<file path="src/rtl/usb_pkg.sv">
// Shared encodings for the USB endpoint arbiter: handshake codes, FSM states
// and the default maximum IN payload size.
package usb_pkg;

  typedef enum logic [1:0] {
    HS_ACK   = 2'b00,
    HS_NAK   = 2'b01,
    HS_STALL = 2'b10,
    HS_NONE  = 2'b11
  } handshake_t;

  typedef enum logic [1:0] {
    ST_IDLE     = 2'b00,
    ST_IN_DATA  = 2'b01,
    ST_OUT_DATA = 2'b10,
    ST_WAIT_END = 2'b11
  } state_t;

  localparam int MAX_PKT_DEFAULT = 64;

endpackage

</file>
<file path="src/rtl/usb_ep_arbiter.sv">
// Routes one USB transaction at a time between the protocol core and NUM_EP
// endpoints: chooses the handshake, moves payload bytes and keeps data toggles.
module usb_ep_arbiter
  import usb_pkg::*;
#(
  parameter int NUM_EP  = 4,
  parameter int MAX_PKT = MAX_PKT_DEFAULT
) (
  input  logic                clk_48,
  input  logic                rst,
  input  logic                usb_rst,
  input  logic                transaction_active,
  input  logic [3:0]          endpoint,
  input  logic                direction_in,
  input  logic                setup,
  input  logic [7:0]          data_out,
  input  logic                data_strobe,
  input  logic                success,
  output logic                data_toggle,
  output logic [1:0]          handshake,
  output logic [7:0]          data_in,
  output logic                data_in_valid,
  input  logic [NUM_EP-1:0]   ep_stall,
  input  logic [NUM_EP-1:0]   in_valid,
  input  logic [8*NUM_EP-1:0] in_data,
  output logic [NUM_EP-1:0]   in_strobe,
  input  logic [NUM_EP-1:0]   out_ready,
  output logic [7:0]          out_data,
  output logic [NUM_EP-1:0]   out_strobe,
  output logic [NUM_EP-1:0]   out_commit,
  output logic [NUM_EP-1:0]   out_abort,
  output logic                out_setup
);

  localparam int CNT_W = $clog2(MAX_PKT + 1);

  state_t            state_q, state_d;
  handshake_t        handshake_q, handshake_d;
  logic              data_toggle_q, data_toggle_d;
  logic [3:0]        ep_q, ep_d;
  logic              dir_in_q, dir_in_d;
  logic              setup_q, setup_d;
  logic [NUM_EP-1:0] toggle_in_q, toggle_in_d;
  logic [NUM_EP-1:0] toggle_out_q, toggle_out_d;
  logic [CNT_W-1:0]  byte_cnt_q, byte_cnt_d;
  logic              eop_q, eop_d;
  logic              strobed_q, strobed_d;
  logic              acked_q, acked_d;
  logic              ta_prev_q;

  logic              bus_reset;
  logic              txn_live;
  logic              in_go;
  logic              out_go;
  logic              in_avail;
  logic              ta_rise;
  logic              ta_fall;
  logic [NUM_EP-1:0] new_sel;
  logic [NUM_EP-1:0] cur_sel;
  logic [7:0]        in_byte;
  handshake_t        new_hs;

  // One-hot decode of the incoming and latched endpoint; an out-of-range
  // number decodes to all zeros so it can never strobe anything.
  always_comb begin
    new_sel = '0;
    cur_sel = '0;
    in_byte = 8'h00;
    for (int i = 0; i < NUM_EP; i++) begin
      new_sel[i] = (endpoint == 4'(i));
      cur_sel[i] = (ep_q == 4'(i));
      if (ep_q == 4'(i)) in_byte = in_data[8*i +: 8];
    end
  end

  always_comb begin
    new_hs = HS_ACK;
    if (new_sel == '0)                                 new_hs = HS_STALL;
    else if (|(ep_stall & new_sel) && !setup)          new_hs = HS_STALL;
    else if (direction_in && !(|(in_valid & new_sel))) new_hs = HS_NAK;
    else if (!direction_in && !(|(out_ready & new_sel))) new_hs = HS_NAK;
  end

  assign bus_reset = rst | usb_rst;
  assign ta_rise   = transaction_active && !ta_prev_q;
  assign ta_fall   = (state_q != ST_IDLE) && !transaction_active;
  assign txn_live  = (state_q != ST_IDLE) && (handshake_q == HS_ACK) && !bus_reset;
  assign in_go     = txn_live && (state_q == ST_IN_DATA);
  assign out_go    = txn_live && (state_q == ST_OUT_DATA);
  assign in_avail  = in_go && !eop_q && |(in_valid & cur_sel) &&
                     (byte_cnt_q < CNT_W'(MAX_PKT));

  assign handshake     = handshake_q;
  assign data_toggle   = data_toggle_q;
  assign data_in       = in_avail ? in_byte : 8'h00;
  assign data_in_valid = in_avail;
  assign in_strobe     = (in_avail && data_strobe) ? cur_sel : '0;
  assign out_data      = out_go ? data_out : 8'h00;
  assign out_strobe    = (out_go && data_strobe) ? cur_sel : '0;
  assign out_commit    = (txn_live && !dir_in_q && success) ? cur_sel : '0;
  assign out_setup     = txn_live && !dir_in_q && success && setup_q;
  assign out_abort     = (txn_live && !dir_in_q && ta_fall && !acked_q && !success && strobed_q)
                         ? cur_sel : '0;

  always_comb begin
    state_d       = state_q;
    handshake_d   = handshake_q;
    data_toggle_d = data_toggle_q;
    ep_d          = ep_q;
    dir_in_d      = dir_in_q;
    setup_d       = setup_q;
    toggle_in_d   = toggle_in_q;
    toggle_out_d  = toggle_out_q;
    byte_cnt_d    = byte_cnt_q;
    eop_d         = eop_q;
    strobed_d     = strobed_q;
    acked_d       = acked_q;

    case (state_q)
      ST_IDLE: begin
        if (ta_rise) begin
          ep_d          = endpoint;
          dir_in_d      = direction_in;
          setup_d       = setup;
          handshake_d   = new_hs;
          data_toggle_d = direction_in ? |(toggle_in_q & new_sel) : |(toggle_out_q & new_sel);
          byte_cnt_d    = '0;
          eop_d         = 1'b0;
          strobed_d     = 1'b0;
          acked_d       = 1'b0;
          state_d       = direction_in ? ST_IN_DATA : ST_OUT_DATA;
        end
      end
      ST_IN_DATA: begin
        if (handshake_q != HS_ACK) state_d = ST_WAIT_END;
        if (in_avail && data_strobe) byte_cnt_d = byte_cnt_q + CNT_W'(1);
        if (in_go && !in_avail) eop_d = 1'b1;
      end
      ST_OUT_DATA: begin
        if (handshake_q != HS_ACK) state_d = ST_WAIT_END;
        if (out_go && data_strobe) strobed_d = 1'b1;
      end
      default: ;
    endcase

    // A successful SETUP to EP0 restarts both directions at DATA1.
    if (txn_live && success) begin
      acked_d = 1'b1;
      if (setup_q && ep_q == 4'd0) begin
        toggle_in_d[0]  = 1'b1;
        toggle_out_d[0] = 1'b1;
      end else if (dir_in_q) begin
        toggle_in_d = toggle_in_q ^ cur_sel;
      end else begin
        toggle_out_d = toggle_out_q ^ cur_sel;
      end
    end

    if (ta_fall) begin
      state_d       = ST_IDLE;
      handshake_d   = HS_NONE;
      data_toggle_d = 1'b0;
    end
  end

  always_ff @(posedge clk_48) begin
    ta_prev_q <= transaction_active;
    if (rst || usb_rst) begin
      state_q       <= ST_IDLE;
      handshake_q   <= HS_NONE;
      data_toggle_q <= 1'b0;
      ep_q          <= 4'd0;
      dir_in_q      <= 1'b0;
      setup_q       <= 1'b0;
      toggle_in_q   <= '0;
      toggle_out_q  <= '0;
      byte_cnt_q    <= '0;
      eop_q         <= 1'b0;
      strobed_q     <= 1'b0;
      acked_q       <= 1'b0;
    end else begin
      state_q       <= state_d;
      handshake_q   <= handshake_d;
      data_toggle_q <= data_toggle_d;
      ep_q          <= ep_d;
      dir_in_q      <= dir_in_d;
      setup_q       <= setup_d;
      toggle_in_q   <= toggle_in_d;
      toggle_out_q  <= toggle_out_d;
      byte_cnt_q    <= byte_cnt_d;
      eop_q         <= eop_d;
      strobed_q     <= strobed_d;
      acked_q       <= acked_d;
    end
  end

endmodule

</file>
<file path="config.mk">
export PLATFORM = sky130hd
export DESIGN_NAME = usb_ep_arbiter
export DESIGN_NICKNAME = d
export VERILOG_FILES = /design/src/rtl/usb_pkg.sv /design/src/rtl/usb_ep_arbiter.sv
export SDC_FILE = /design/constraint.sdc
export NUM_CORES = 1
export LEC_CHECK = 0
export ABC_AREA = 1
export CELL_PAD_IN_SITES_DETAIL_PLACEMENT = 1
export CELL_PAD_IN_SITES_GLOBAL_PLACEMENT = 1
export CORE_MARGIN = 2
export CORE_UTILIZATION = 29
export DETAILED_ROUTE_END_ITERATION = 12
export PLACE_DENSITY_LB_ADDON = 0.1
export SLEW_MARGIN = 15
export SYNTH_ARGS = -nofsm -noshare
export SYNTH_HDL_FRONTEND = slang
export SYNTH_SLANG_ARGS = --single-unit
export TNS_END_PERCENT = 50
</file>
<file path="constraint.sdc">
create_clock -name clk_48 -period 3.06 [get_ports clk_48]
set_clock_uncertainty 0.1 [all_clocks]
set_input_delay 0.306 -clock clk_48 [delete_from_list [all_inputs] [get_ports clk_48]]
set_output_delay 0.306 -clock clk_48 [all_outputs]
set_load 0.005 [all_outputs]
</file>
==> flow_summary.yaml, run 1 <==
global_routing:
  grt_max_degree: 18
  gr-total-overflow: 0
  use_met3: 0.0416
  grt.met1_usage: 0.266
  grt_pass1_wl_um: 12100
  use_met2: 0.319
  grt_usage: 0.193
  top_usage_layer: "met2"
  antenna_found_initial: 0
  grt_pass1_vias: 2389
final_layout:
  area.growth.synth_to_final_pct: 56.5
  final_cell_mix: "clkdlybuf4s50_1 (100), inv_1 (52), nand2_1 (50)"
  layout_commonest_cell: "clkdlybuf4s50_1"
  stdcell_count: 536
  nNetsFinal: 506
  antennaDiodeCount: 0
  drive_gt1_frac: 0.0801
logic_synthesis:
  synthSimpleGateAreaFrac: 0.368
  yosysWarnings: 0
  ys_types: 39
  synth_nets: 403
  synth-async-reset-ratio: 0
  synth.yosys.seq_area_share: 0.284
  synth_area_leader_cell: "dfxtp_1"
  synth-compound-area-share: 0.195
  synthTopCellsByArea: "dfxtp_1 (28%), inv_1 (9.2%), nand2_1 (9.2%)"
  synthAdderAreaFrac: 0.0296
  syn-cell-area_sq_mm: 0.00211
  synth_ff_type: "dfxtp_1"
  synthMuxAreaShare: 0
  synth_seq_cells: 30
  syn_inst: 334
  avgSynthCellArea_sq_um: 6.33
  synthXorXnorAreaFrac: 0.00414
  yosys.area.top_type_share: 0.284
  synth_top_family_by_area: "simple AND/OR/NAND/NOR gates"
  synth_edf_count: 0
worst_setup_path:
  rrSetupSlack_ns: 0.96
  path_class: "register to output pin"
  crit_fanout: 10
  start_kind: "register"
  r2r_cells: 9
  worstPathRequired_ns: 2.65
  r2r-end: "byte_cnt_q[3]$_SDFFE_PP0P_"
  crit_path_end_kind: "output pin"
  timing.rr.start: "state_q[0]$_SDFFE_PP0P_"
  worstPathArrival_ns: 2.46
drt:
  routed_wl_um: 7900
  ant_nets: 0
  via_per_inst: 4.80
  wl_per_cell_um: 14.7
  dr.first_iter.drc_count: 70
  via_count: 2573
  drc: 0
  first_pass_iters: 4
placed_design:
  gp_congestion: 0.732
  port_buffers: 100
  post-dp-hpwl_um: 6350
  dpl_worst_slack_ns: 0.234
  dp.cells: 529
run:
  max_cap_viol_count: 0
floorplanning:
  dieWidth_um: 89.4
  core_sq_mm: 0.00714
  fp-row-count: 31
  ios: 101
  die_area_sq_mm: 0.00799
  start_util: 0.296
  fp.dieH_um: 89.4
sta:
  setup_ws_ns: 0.192
  rsz0062_at_grt: "no"
  min_period_ns: 2.87
  fin_tns_setup_ns: 0
  tightest_slew_ns: 0.622
  setup_viol: 0
  final_max_slew_viol_count: 0
  relSlewSlack: 0.585
  fmax_mhz: 349
  hold_violations: 0
  fin_crit_sh: 0.937
clock_tree:
  ctsResizeCount: 1
  cts_buffers: 5
  clock_latency_ns: 0.27
  postCtsHoldBufs: 0
  clock_tree.root_cell: "clkbuf_8"
  cts_max_level: 2
  path_clk_slew_ns: 0.06
  postCtsSetupBuffers: 0
  cts_tree: "done"
  cts_sinks: 30
  clock_path_buffers: 2
pwr:
  p_int_uw: 669
  pwr_density_cell_mw_per_mm2: 282
  p_sw_frac: 0.283
  combPwrFrac: 0.237
  pwr-share-seq: 0.438
  power.switching_uw: 264
  p_leak_uw: 0.00125
  max-vdd-ir-drop_uv: 198
  power.share.clock: 0.325
worst_hold_path:
  worstHoldStart: "toggle_out_q[3]$_SDFFE_PP0P_"
  holdPathEnd: "toggle_out_q[3]$_SDFFE_PP0P_"
  holdPathStages: 1
  min_path_type: "register to register"
outcome:
  status: "finished, final reports clean"
==> flip-flops by register name, indices dropped and copies added (netlist names) <==
signal,count
byte_cnt_q,7
ep_q,4
toggle_in_q,4
toggle_out_q,4
handshake,2
state_q,2
acked_q,1
data_toggle,1
dir_in_q,1
eop_q,1
setup_q,1
strobed_q,1
ta_prev_q,1
==> metrics by stage <==
step                utilization  hold WS, ns  total power (uW)  cell area [sq um]
floorplan                     -        0.234               519               2110
global placement          0.452        0.334               635               3220
detailed placement        0.452        0.344               640               3220
CTS                       0.463        0.357               945               3300
global route              0.463        0.386               988               3310
finish                    0.463        0.358               933               3310
==> final cells by class <==
| class | instances | area (sq um) |
|---|---|---|
| Tap cell | 99 | 124 |
| Fill cell | 946 | 3830 |
| Clock buffer | 7 | 76.3 |
| Timing Repair Buffer | 104 | 1030 |
| Inverter | 55 | 206 |
| Sequential cell | 30 | 601 |
| Multi-Input combinational cell | 241 | 1270 |
==> worst max-delay path by stage <==
stage               slack [ns]               startpoint         end
floorplan                 1.12  state_q[0]$_SDFFE_PP0P_  data_in[0]
global placement          0.32                  usb_rst  data_in[4]
detailed placement        0.23                  usb_rst  data_in[0]
CTS                       0.07     ep_q[3]$_SDFFE_PP0P_  data_in[0]
global route              0.04  state_q[0]$_SDFFE_PP0P_  data_in[0]
finish                    0.19  state_q[0]$_SDFFE_PP0P_  data_in[0]
==> metal layers <==
metal / part of all wire / wire length (um) / vias up
met1: 0.48 / 3800 / 1184
met2: 0.45 / 3540 / 85
met5: 0 / 0 / -
met3: 0.068 / 540 / 2
li1: - / - / 1302
met4: 0.0030 / 24 / 0
==> cell usage after synthesis, types with 3 or more instances <==
cell,instances
a211oi_1,4
a21oi_1,29
a311oi_1,3
buf_2,3
clkbuf_1,3
dfxtp_1,30
ha_1,5
inv_1,52
nand2_1,52
nand3_1,29
nand3_2,5
nand4_1,3
nor2_1,43
nor2_2,6
nor3_1,9
nor3b_1,3
o211ai_1,3
o21ai_0,26
==> power by group through the flow <==
stage	logic [uW]	clock network [uW]	registers [uW]
2_1_floorplan	103	0	416
3_3_place_gp	218	0	417
3_5_place_dp	222	0	417
4_1_cts	224	312	409
5_1_grt	247	332	410
6_report	221	303	409
==> cells by family after synthesis <==
logic type | after synthesis
DFF | 30
adders and majority gates | 5
xor gates and xnor gates | 1
AOI/OAI and AO/OA | 73
and+or+nand+nor | 162
buffers and inverters | 63
==> critical path, stage by stage, from the launching register on <==
cell,delay [ns]
dfxtp_1,0.36
inv_1,0.09
ha_1,0.24
inv_1,0.14
nand3_2,0.15
nor2_2,0.19
nand2_2,0.18
a311oi_1,0.28
clkdlybuf4s50_1,0.55
(Power assumes the default switching activity.)
==> run 2: changes to the inputs <==
- CTS_CLUSTER_SIZE: not set -> 20
- SLEW_MARGIN: 15 -> 20
==> results of run 2 <==
Same layout as run 1: the final DEF is identical, and so are final timing and power.
